`config.mk`:
```
export PLATFORM = sky130hd
export DESIGN_NAME = player_movement_controller_flat
export DESIGN_NICKNAME = d
export VERILOG_FILES = /design/src/rtl/player_movement_controller_if.sv /design/src/rtl/player_movement_controller.sv /design/src/flat_wrapper.sv
export SDC_FILE = /design/constraint.sdc
export NUM_CORES = 1
export LEC_CHECK = 0
export ABC_AREA = 0
export CAP_MARGIN = 20
export CORE_MARGIN = 2
export CORE_UTILIZATION = 57
export DETAILED_ROUTE_END_ITERATION = 7
export PLACE_DENSITY = 0.85
export SLEW_MARGIN = 10
export SYNTH_ARGS = -nofsm -noshare
export SYNTH_HDL_FRONTEND = slang
export SYNTH_SLANG_ARGS = --single-unit
```
`constraint.sdc`:
```
create_clock -name clock -period 7.7 [get_ports clock]
set_input_delay 1.54 -clock clock [delete_from_list [all_inputs] [get_ports clock]]
set_output_delay 1.54 -clock clock [all_outputs]
set_load 0.02 [all_outputs]
```
`src/rtl/player_movement_controller_if.sv`:
```
// Collision-detector handshake: start pulse out, done level and four neighbour-tile solidity flags back.
// The controller holds master; the detector model or detector block holds slave.
interface player_movement_controller_if;
  logic coll_enable;
  logic coll_done;
  logic coll_left;
  logic coll_right;
  logic coll_up;
  logic coll_down;

  modport master (
    output coll_enable,
    input  coll_done, coll_left, coll_right, coll_up, coll_down
  );

  modport slave (
    input  coll_enable,
    output coll_done, coll_left, coll_right, coll_up, coll_down
  );
endinterface

```
`src/rtl/player_movement_controller.sv`:
```
// Player tile-position stepper: one move/gravity step per accepted tick via the collision handshake.
// Latency 4 cycles plus detector busy time; ticks arriving while busy are dropped and flagged on overrun.
module player_movement_controller #(
  parameter int TILEMAP_LENGTH = 2000,
  parameter int X_START        = 2,
  parameter int Y_START        = 1,
  parameter int JUMP_HEIGHT    = 3
) (
  input  logic                         clock,
  input  logic                         reset,
  input  logic                         tick,
  input  logic                         move_left,
  input  logic                         move_right,
  input  logic                         jump,
  player_movement_controller_if.master coll,
  output logic [10:0]                  x_location,
  output logic [3:0]                   y_location,
  output logic                         busy,
  output logic                         overrun
);

  typedef enum logic [2:0] {IDLE, REQ, WAIT_BUSY, WAIT_DONE, UPDATE} state_t;

  localparam logic [10:0] X_MAX     = 11'(TILEMAP_LENGTH - 1);
  localparam logic [10:0] X_RESET   = 11'(X_START);
  localparam logic [3:0]  Y_RESET   = 4'(Y_START);
  localparam logic [2:0]  JUMP_LOAD = 3'(JUMP_HEIGHT);

  state_t      state, state_nxt;
  logic        left_q, right_q, jump_q;
  logic [2:0]  jump_cnt, jump_cnt_nxt, rise_cnt;
  logic [10:0] x_nxt;
  logic [3:0]  y_nxt;
  logic        grounded, jump_start, coll_enable;

  assign coll.coll_enable = coll_enable;

  always_ff @(posedge clock or posedge reset) begin
    if (reset) state <= IDLE;
    else       state <= state_nxt;
  end

  always_comb begin
    state_nxt   = state;
    coll_enable = 1'b0;
    busy        = 1'b1;
    case (state)
      IDLE: begin
        busy = 1'b0;
        if (tick) state_nxt = REQ;
      end
      REQ: begin
        coll_enable = 1'b1;
        state_nxt   = WAIT_BUSY;
      end
      // The detector must first be seen leaving idle, otherwise a stale done level would end the step early.
      WAIT_BUSY: if (!coll.coll_done) state_nxt = WAIT_DONE;
      WAIT_DONE: if (coll.coll_done)  state_nxt = UPDATE;
      UPDATE:    state_nxt = IDLE;
      default:   state_nxt = IDLE;
    endcase
  end

  always_comb begin
    x_nxt = x_location;
    if (left_q && !right_q && !coll.coll_left && (x_location != 11'd0))
      x_nxt = x_location - 11'd1;
    else if (right_q && !left_q && !coll.coll_right && (x_location < X_MAX))
      x_nxt = x_location + 11'd1;
  end

  // A jump start loads the counter and takes its first rising step in the same update.
  always_comb begin
    grounded     = coll.coll_down || (y_location == 4'd0);
    jump_start   = jump_q && grounded && (jump_cnt == 3'd0);
    rise_cnt     = jump_start ? JUMP_LOAD : jump_cnt;
    y_nxt        = y_location;
    jump_cnt_nxt = jump_cnt;
    if (rise_cnt != 3'd0) begin
      if (!coll.coll_up && (y_location != 4'd15)) begin
        y_nxt        = y_location + 4'd1;
        jump_cnt_nxt = rise_cnt - 3'd1;
      end else begin
        jump_cnt_nxt = 3'd0;
      end
    end else if (!coll.coll_down && (y_location != 4'd0)) begin
      y_nxt = y_location - 4'd1;
    end
  end

  always_ff @(posedge clock or posedge reset) begin
    if (reset) begin
      x_location <= X_RESET;
      y_location <= Y_RESET;
      jump_cnt   <= 3'd0;
      left_q     <= 1'b0;
      right_q    <= 1'b0;
      jump_q     <= 1'b0;
      overrun    <= 1'b0;
    end else begin
      overrun <= tick && (state != IDLE);
      if ((state == IDLE) && tick) begin
        left_q  <= move_left;
        right_q <= move_right;
        jump_q  <= jump;
      end
      if (state == UPDATE) begin
        x_location <= x_nxt;
        y_location <= y_nxt;
        jump_cnt   <= jump_cnt_nxt;
      end
    end
  end

endmodule

```
`src/flat_wrapper.sv`:
```
// flat-port wrapper written by rule: the top's interface ports become plain ports
module player_movement_controller_flat 
#(
  parameter int TILEMAP_LENGTH = 2000,
  parameter int X_START        = 2,
  parameter int Y_START        = 1,
  parameter int JUMP_HEIGHT    = 3
)
  (clock, reset, tick, move_left, move_right, jump, x_location, y_location, busy, overrun, coll_coll_enable, coll_coll_done, coll_coll_left, coll_coll_right, coll_coll_up, coll_coll_down);
  player_movement_controller_if coll_i ();
  input  logic clock;
  input  logic reset;
  input  logic tick;
  input  logic move_left;
  input  logic move_right;
  input  logic jump;
  output logic [10:0] x_location;
  output logic [3:0] y_location;
  output logic busy;
  output logic overrun;
  output wire logic [$bits(coll_i.coll_enable)-1:0] coll_coll_enable;
  input wire logic [$bits(coll_i.coll_done)-1:0] coll_coll_done;
  input wire logic [$bits(coll_i.coll_left)-1:0] coll_coll_left;
  input wire logic [$bits(coll_i.coll_right)-1:0] coll_coll_right;
  input wire logic [$bits(coll_i.coll_up)-1:0] coll_coll_up;
  input wire logic [$bits(coll_i.coll_down)-1:0] coll_coll_down;
  assign coll_coll_enable = coll_i.coll_enable;
  assign coll_i.coll_done = coll_coll_done;
  assign coll_i.coll_left = coll_coll_left;
  assign coll_i.coll_right = coll_coll_right;
  assign coll_i.coll_up = coll_coll_up;
  assign coll_i.coll_down = coll_coll_down;
  player_movement_controller #(.TILEMAP_LENGTH(TILEMAP_LENGTH), .X_START(X_START), .Y_START(Y_START), .JUMP_HEIGHT(JUMP_HEIGHT)) u_core (.clock(clock), .reset(reset), .tick(tick), .move_left(move_left), .move_right(move_right), .jump(jump), .coll(coll_i), .x_location(x_location), .y_location(y_location), .busy(busy), .overrun(overrun));
endmodule
```
# After elaboration in Yosys (flattened, before gate mapping)
# Index checks and enable logic that the tools add are counted.
word_totals:
  regBits: 25
  latch_bits: 0
  ram_bits: 0
  mem_bits_ro: 0
  out_inout_bits: 18
  wordCells: 68
  n_memories: 0
classes:
  addsub: 5
  multipliers: 0
  div: 0
  n_lt_le_gt_ge: 1
  n_eq_ne: 9
  shifts: 0
  mux: 13
  bitwise_logic: 0
  reduce_logical: 32
ops:
  columns: ["op", "n"]
  rows:
  - ["$mux W11", 2]
  - ["$mux W3", 5]
  - ["$logic_and A1 B1 Y1", 12]
  - ["$mux W4", 3]
  - ["$pmux W3 S4", 1]
  - ["$add A11 B1 Y11 const B", 1]
  - ["$lt A11 B11 Y1 const B", 1]
  - ["$reduce_bool A11 Y1", 1]
  - ["$sub A11 B1 Y11 const B", 1]
  - ["$ne A2 B2 Y1 const B", 4]
  - ["$eq A3 B2 Y1 const B", 2]
  - ["$logic_not A1 Y1", 6]
  - ["$logic_not A3 Y1", 2]
  - ["$reduce_and A3 Y1", 2]
  - ["$reduce_bool A3 Y1", 2]
  - ["$add A4 B1 Y4 const B", 1]
  - ["$logic_not A4 Y1", 1]
  - ["$ne A4 B4 Y1 const B", 1]
  - ["$reduce_and A2 Y1", 2]
  - ["$reduce_bool A2 Y1", 2]
  - ["$reduce_bool A4 Y1", 1]
  - ["$sub A4 B1 Y4 const B", 1]
  - ["$eq A3 B1 Y1 const B", 1]
  - ["$eq A3 B3 Y1 const B", 1]
  - ["3 further kinds", 4]

# Depth between registers and ports, before layout
# Gate-level depths: netlist of run 1.
logic_depth:
  word_depth: 8
  depth_mapped: 14

# Least setup slack after synthesis of run 1
# No wires, ideal clock.
synth_path:
  path_kind: "input-to-reg"
  startpoint: "input coll_coll_down"
  endpoint: "register u_core.y_location[2]"
  setup_time_ps: 133
  arrival_ps: 3346
  slack_ps: 4221
  stages: 12
  path_buffers: 1
  cell_sequence: "nor2_1 nor4_1 nor2_1 ha_1 ha_1 buf_2 xor2_1 ha_1 a21oi_1 xnor2_1 nand2_1 xnor2_1"
synth_via:
  elab_chain_cells: 7
  word_cells_on_any_way: 11
  cone_classes: "eq/ne (1); mux (2); reduce/logical (8)"
synth_lines:
  columns: ["element", "line_no", "source"]
  rows:
  - ["start: declaration", "flat_wrapper.sv:26", "input wire logic [$bits(coll_i.coll_down)-1:0] coll_coll_down;"]
  - ["$logic_or A1 B1 Y1", "player_movement_controller.sv:74", "grounded = coll.coll_down || (y_location == 4'd0);"]
  - ["$logic_and A1 B1 Y1 (2 in series)", "player_movement_controller.sv:75", "jump_start = jump_q && grounded && (jump_cnt == 3'd0);"]
  - ["$mux W3", "player_movement_controller.sv:76", "rise_cnt = jump_start ? JUMP_LOAD : jump_cnt;"]
  - ["$reduce_bool A3 Y1", "player_movement_controller.sv:79", "if (rise_cnt != 3'd0) begin"]
  - ["$ne A2 B2 Y1 (no line) or $reduce_bool A2 Y1 (tied branches)", null, null]
  - ["$reduce_and A3 Y1 (no line)", null, null]
  - ["end signal: assignment", "player_movement_controller.sv:109", "y_location <= y_nxt;"]
  - ["end: declaration", "player_movement_controller.sv:17", "output logic [3:0] y_location,"]
# Parallel ways exist; a longest one is shown, timed or not.
# A chain may end at the register's enable or synchronous reset.

# Worst setup path after layout of run 1
# Ends and elaborated chain as after synthesis.

==> results of run 1 <==
-- cell usage after synthesis, types with 4 or more instances --
cell and count:
dfrtp_1 23, nor2_1 23, ha_1 13, xnor2_1 11, a21oi_1 9, inv_1 9
o21ai_0 9, mux2_2 8, nand2_1 7, a21o_1 4, nand4_1 4, nor2b_1 4
-- worst paths after layout --
kind                                                  startpoint                                to  slack (ns)  cells after the start
worst max-delay path                              coll_coll_down  u_core.y_location[2]$_DFFE_PP0P_        3.89                     12
worst min-delay path                   u_core.jump_q$_DFFE_PP0P_         u_core.jump_q$_DFFE_PP0P_        0.53                      1
worst max register to register  u_core.y_location[1]$_DFFE_PP0P_  u_core.y_location[2]$_DFFE_PP0P_        4.68                     12
worst min register to register         u_core.jump_q$_DFFE_PP0P_         u_core.jump_q$_DFFE_PP0P_        0.53                      1
max in group asynchronous                                  reset       u_core.state[2]$_DFFE_PP0P_        5.44                      2
min in group asynchronous                                  reset  u_core.y_location[2]$_DFFE_PP0P_        1.70                      2
-- power by group through the flow --
stage	Sequential [mW]	Clock [mW]	Combinational, mW
2_1_floorplan	0.279	0	0.281
6_report	0.257	0.0596	0.447
3_3_place_gp	0.254	0	0.426
4_1_cts	0.257	0.0623	0.448
3_5_place_dp	0.259	0	0.445
5_1_grt	0.267	0.0684	0.498
-- registers in the layout, summed over array words and instances, names as in the netlist --
signal and flops:
u_core.y_location 4, u_core.jump_q 1, u_core.overrun 1, u_core.x_location 11, u_core.state 3, u_core.right_q 1, u_core.left_q 1, u_core.jump_cnt 3
-- metal layers --
metal / track usage, % / routed length (um) / vias up
li1: - / - / 679
met1: 30.0 / 1540 / 640
met2: 35.9 / 1640 / 31
met3: 3.79 / 129 / 6
met4: 8.31 / 48 / 0
met5: 0 / 0 / -
-- logic make-up after synthesis --
kind of cell / Yosys count / share of synthesized area, %
flip-flops: 25 / 37.6
adder cells (fa/ha/maj): 14 / 10.9
AND/OR/NAND/NOR: 58 / 18.0
multiplexers: 12 / 8.08
AO/OA/AOI/OAI: 37 / 14.6
XOR/XNOR: 14 / 7.34
buffers and inverters: 13 / 3.52
-- layout make-up --
| type | count | area (um2) | share of cell area [%] |
|---|---|---|---|
| clock buffer | 3 | 22.5 | 1.13 |
| clock inverter | 1 | 5.00 | 0.251 |
| inverter | 9 | 33.8 | 1.69 |
| multi-input combinational | 135 | 985 | 49.4 |
| sequential | 25 | 628 | 31.5 |
| tap | 31 | 38.8 | 1.95 |
| timing repair buffer | 28 | 280 | 14.1 |
-- worst max-delay path: stages --
cell             delay [ns]
clkdlybuf4s50_1        0.45
nor2_1                 0.06
nor4_1                 0.42
nor2_1                 0.09
ha_1                   0.24
ha_1                   0.33
xor2_1                 0.19
ha_1                   0.19
a21oi_1                0.16
xnor2_1                0.14
nand2_1                0.09
xnor2_1                0.14
-- through the flow --
step | hold slack, ns | instance area (um2) | setup slack, ns | util (%) | power, mW
6_report | 0.527 | 1990 | 3.89 | 71.7 | 0.764
5_1_grt | 0.544 | 1990 | 3.78 | 71.7 | 0.834
4_1_cts | 0.529 | 1990 | 3.93 | 71.7 | 0.767
3_5_place_dp | 0.498 | 1970 | 3.58 | 70.7 | 0.704
3_3_place_gp | 0.495 | 1970 | 3.67 | 70.7 | 0.680
2_1_floorplan | 0.472 | 1670 | 4.22 | - | 0.560
==> key figures, run 1 <==
Clock tree
  • H-tree depth: 1
  • CTS clock-pin slew for the worst setup and hold paths: 0.14 ns
  • Clock latency on the worst-skew pair: about 0.32 ns
  • CTS sink cnt: 25
  • Root Driver: clkbuf_4
  • Bufs on Longest Clock Path: 2
  • TritonCTS buffer count: 3
  • Post-CTS Hold Fix Bufs: 0
  • CTS tree: built
  • # resized after CTS: 0
  • Post-CTS setup buffers: 0

Synth
  • Most used DFF post-synth: dfrtp_1
  • Post-synth top area share: 34.4%
  • Cell area after synthesis: 1670 um2
  • Syn Inst Count: around 170
  • Synth unique cells: 43
  • Sequential share of the synthesized area: 37.6%
  • Ys Warns: 0
  • Syn nets: approximately 200
  • Area leader, netlist: dfrtp_1
  • Syn avg cell area: 9.66 um2
  • Synth top area cells: dfrtp_1 (34%), ha_1 (9.7%), xnor2_1 (5.8%)
  • Yosys reg bits: 25
  • Async S/R FF share, synth: 100%
  • Number of flops mapped to enable cells by yosys: 0

Finish
  • Synthesis-to-finish area growth: 19.2%
  • Fin cells: about 230
  • Layout Nets: 227
  • Fillers: 217
  • N_diodes: 0
  • Most common cell after layout, fill and taps aside: clkdlybuf4s50_1
  • Most frequent cells in the layout: clkdlybuf4s50_1 (28), nor2_1 (23), dfrtp_1 (23)
  • Share of post-route cells with drive strength above 1: between 8 and 9%

Power and ir drop
  • Sw Ratio: 44.2%
  • Lkg Pwr: approximately 0.9 nW
  • Psw: 338 uW
  • Worst VDD drop: 0.321 mV
  • PwrDens: 383 nW/um2
  • Internal: 426 uW
  • Combinational cell fraction of total power: 58.5%
  • Register share of total power: 33.7%
  • Clk pwr share: 7.8%

Floorplanning
  • Die width: 58.2 um
  • Die ar.: 3380 um2
  • Row cnt: 19
  • Initial Util: 60.1%
  • Die height: about 58 um
  • Io pins: 29
  • Core footprint: roughly 2800 um2

Drt
  • Post-Route WL: about 3400 um
  • WL per Instance: 14.5 um
  • Residual DRC count: 0
  • DRT Pass-1 Iters: 4
  • Via Count: 1,356
  • Starting DRT DRC Count: 59
  • Via density: between 5 and 6
  • Final ANT Viol Nets: 0

Worst setup path
  • Startpoint types: primary input
  • Critical path arrival: 4.03 ns
  • Crit path required time: 7.92 ns
  • Setup crit end kind: flip-flop
  • WS Path Type: in -> reg
  • Crit path max fanout: 9

Place
  • Hpwl dp: 2570 um
  • Port buffer count: 28
  • Routability cong.: 0.801
  • Placed Instances: 228

Timing
  • Final min period: around 3.8 ns
  • Final hold violation count: 0
  • Fmax: approximately 0.26 GHz
  • Setup_tns: 0 ns
  • Period utilisation layout: about half
  • Pins Over Slew Limit: 0
  • Final setup violation count: 0
  • Slew @ Worst Pin: 0.917 ns
  • Slew margin rel.: 38.8%
  • RSZ-0062 raised after global routing: no
  • Worst Skew: 0.00330 ns

GRT
  • Vias in the first global route: 1,321
  • Largest net degree at the start of global routing: 26
  • Total GRT Usage: 22.2%
  • Grt total ovfl: 0
  • First-pass GRT wire length: 5800 um
  • Initial antenna violation count: 0

Run
  • Maxcap violations: 0

Min path
  • HP Class: reg -> reg

Run status
  • Status: finished, final reports clean
Power figures use the tool's default switching activity.
==> inputs of run 2 (changes only) <==
- CORE_UTILIZATION: 57 -> 47
- PLACE_DENSITY: 0.85 -> 0.75
- clock period: 7.7 -> 3.1 ns (I/O delays scaled with it)
==> run 2 against run 1 <==
Net effect: critical path depth did not move; hold slack improved by 0.0012 ns; non-clock buffer count grew 6; combinational power increased to 2.6 times the previous value; clock skew up 0.0055 ns; clock power is 140% higher; die area is 20% higher; final cell count up 9.1%; flip-flop and latch count did not move; power rose to 2.5 times the previous value; clock-buffer cell count increased by 1; design area rose by 3.1%; critical endpoint is now u_core.x_location[10]$_DFFE_PP0P_; largest power group unchanged.
==> key figures, run 2 (synthesis results as in run 1) <==
Timing
  • Pins Over Slew Limit: 0
  • Final hold violation count: 0
  • Fmax: between 0.3 and 0.4 GHz
  • Final setup violation count: 0
  • Period utilisation layout: 89.1%
  • Setup_tns: 0 ns
  • Final min period: 2.76 ns
  • Slew margin rel.: between 30% and 40%
  • Hold slack: 0.528 ns
  • Worst Skew: 0.00878 ns
  • RSZ-0062 raised after global routing: no
  • Slew @ Worst Pin: around 0.9 ns

Floorplanning
  • Initial Util: 49.7%
  • Core footprint: 3360 um2
  • Row cnt: 21
  • Die width: 63.6 um
  • Io pins: 29
  • Die ar.: slightly above 4000 um2
  • Die height: roughly 64 um

Drt
  • Via density: 5.40
  • Residual DRC count: 0
  • Starting DRT DRC Count: 79
  • Max Used Layer: met4
  • Via Count: ~1,400
  • Metal-1 WL: 1600 um
  • Routed length on met3: between 90 and 100 um
  • DRT Pass-1 Iters: 4
  • WL per Instance: ~13 um
  • Final ANT Viol Nets: 0
  • Post-Route WL: ~3300 um
  • Met2 Routed Length: 1600 um

Run status
  • Status: finished, final reports clean

Power and ir drop
  • Clk pwr share: under 10%
  • PwrDens: 931 nW/um2
  • Lkg Pwr: between 0.9 and 1 nW
  • Worst VDD drop: 0.413 mV
  • Register share of total power: 33.2%
  • Internal: 1.09 mW
  • Psw: slightly above 800 uW
  • Combinational cell fraction of total power: 59.3%
  • Tot Pwr: about 1.9 mW
  • Sw Ratio: between 40 and 50%

Worst setup path
  • Slowest-stage cell, CP: dfrtp_1
  • R2R cell count: 12
  • Buffers and inverters on the worst path: 3
  • Critical Path Stages: 12
  • WS Path Type: reg -> reg
  • CP top delay family: simple AND/OR/NAND/NOR gates
  • Reg-to-Reg End: u_core.x_location[10]$_DFFE_PP0P_
  • Reg2Reg Setup Slack: 0.34 ns
  • Crit-path cells: nor4_1, nand4_1, nand3_2, inv_1, buf_4, ha_1, a21o_1, a211oi_1, inv_1, o22ai_1, mux2i_1, xnor2_1
  • Max stage delay on crit path: 0.44 ns
  • Crit. Startpoint: u_core.x_location[7]$_DFFE_PP0P_
  • Setup crit end kind: flip-flop
  • Crit path max fanout: 7
  • Crit path required time: approximately 3.3 ns
  • Most used cell, CP: inv_1
  • CP Capture Point: u_core.x_location[10]$_DFFE_PP0P_
  • Critical path arrival: 3.01 ns
  • Worst r2r src: u_core.x_location[7]$_DFFE_PP0P_
  • Startpoint types: flip-flop

Place
  • Port buffer count: 28
  • Hpwl dp: 2680 um
  • Routability cong.: 0.887

Clock tree
  • Bufs on Longest Clock Path: 2
  • Post-CTS Hold Fix Bufs: 0
  • TritonCTS buffer count: 3
  • Post-CTS setup buffers: 0
  • # resized after CTS: 0
  • Clock latency on the worst-skew pair: 0.32 ns
  • CTS sink cnt: 25
  • CTS clock-pin slew for the worst setup and hold paths: 0.13 ns
  • H-tree depth: 1
  • CTS tree: built
  • Root Driver: clkbuf_4

Finish
  • Most common cell after layout, fill and taps aside: clkdlybuf4s50_1
  • Layout Nets: ~230
  • N_diodes: 0
  • Reg with most FFs: u_core.x_location
  • Share of post-route cells with drive strength above 1: 11.1%
  • Number of flip-flops in the largest register: 11
  • Synthesis-to-finish area growth: 23.0%
  • Most frequent cells in the layout: clkdlybuf4s50_1 (28), nor2_1 (23), dfrtp_1 (23)
  • Largest regs: u_core.x_location (11), u_core.y_location (4)

GRT
  • Grt total ovfl: 0
  • Initial antenna violation count: 0
  • Largest net degree at the start of global routing: 26
  • First-pass GRT wire length: 5820 um
  • Vias in the first global route: 1,337
  • Total GRT Usage: 17.9%

Min path
  • HP Class: reg -> reg
  • Hold path start: u_core.state[2]$_DFFE_PP0P_

Run
  • Maxcap violations: 0
run 2: cell types whose count changed in the layout (fill, tap and decap cells not counted), sizes merged:
cell,previous run,this run
clkinv,1,0
clkbuf,3,4
buf,0,6
run 2: worst register-to-register path, stage by stage (launching register included):
cell	delay, ns
dfrtp_1	0.44
nor4_1	0.34
nand4_1	0.16
nand3_2	0.11
inv_1	0.15
buf_4	0.20
ha_1	0.25
a21o_1	0.19
a211oi_1	0.24
inv_1	0.06
o22ai_1	0.17
mux2i_1	0.24
xnor2_1	0.14
run 2: per-layer routing:
layer | track usage (%) | vias to the layer above
li1 | - | 693
met1 | 24.1 | 649
met2 | 29.6 | 20
met3 | 2.14 | 5
met4 | 6.52 | 0
met5 | 0 | -
run 2: how the worst min path moves through the flow:
stage,end,cells after the start
2_1_floorplan,u_core.state[0]$_DFFE_PP0P_,1
3_3_place_gp,u_core.state[0]$_DFFE_PP0P_,1
3_5_place_dp,u_core.jump_cnt[0]$_DFFE_PP0P_,1
4_1_cts,u_core.jump_cnt[0]$_DFFE_PP0P_,1
5_1_grt,u_core.jump_cnt[0]$_DFFE_PP0P_,1
6_report,u_core.state[0]$_DFFE_PP0P_,1
run 2: per-stage QoR:
stage / utilization, % / area (um2) / std cells / worst slack, ns
6_report: 61.1 / 2060 / 253 / 0.337
3_5_place_dp: 60.3 / 2030 / 249 / 0.0674
5_1_grt: 61.1 / 2060 / 253 / 0.0913
3_3_place_gp: 60.3 / 2030 / 249 / 0.164
2_1_floorplan: - / 1670 / 173 / 0.263
4_1_cts: 61.1 / 2060 / 253 / 0.294
run 2: final cells by class:
type / instances / area, um2
clock buffers: 4 / 26.3
multi-input cells: 135 / 985
well taps: 46 / 57.6
fillers: 313 / 1310
repair buffers: 34 / 325
flip-flops and latches: 25 / 628
inverters: 9 / 33.8
run 2: power groups by stage:
stage | combinational (mW) | sequential, mW | clock [mW]
detailed placement | 1.14 | 0.644 | 0
global placement | 1.11 | 0.630 | 0
CTS | 1.15 | 0.636 | 0.151
finish | 1.14 | 0.635 | 0.144
floorplan | 0.698 | 0.694 | 0
global route | 1.28 | 0.662 | 0.163
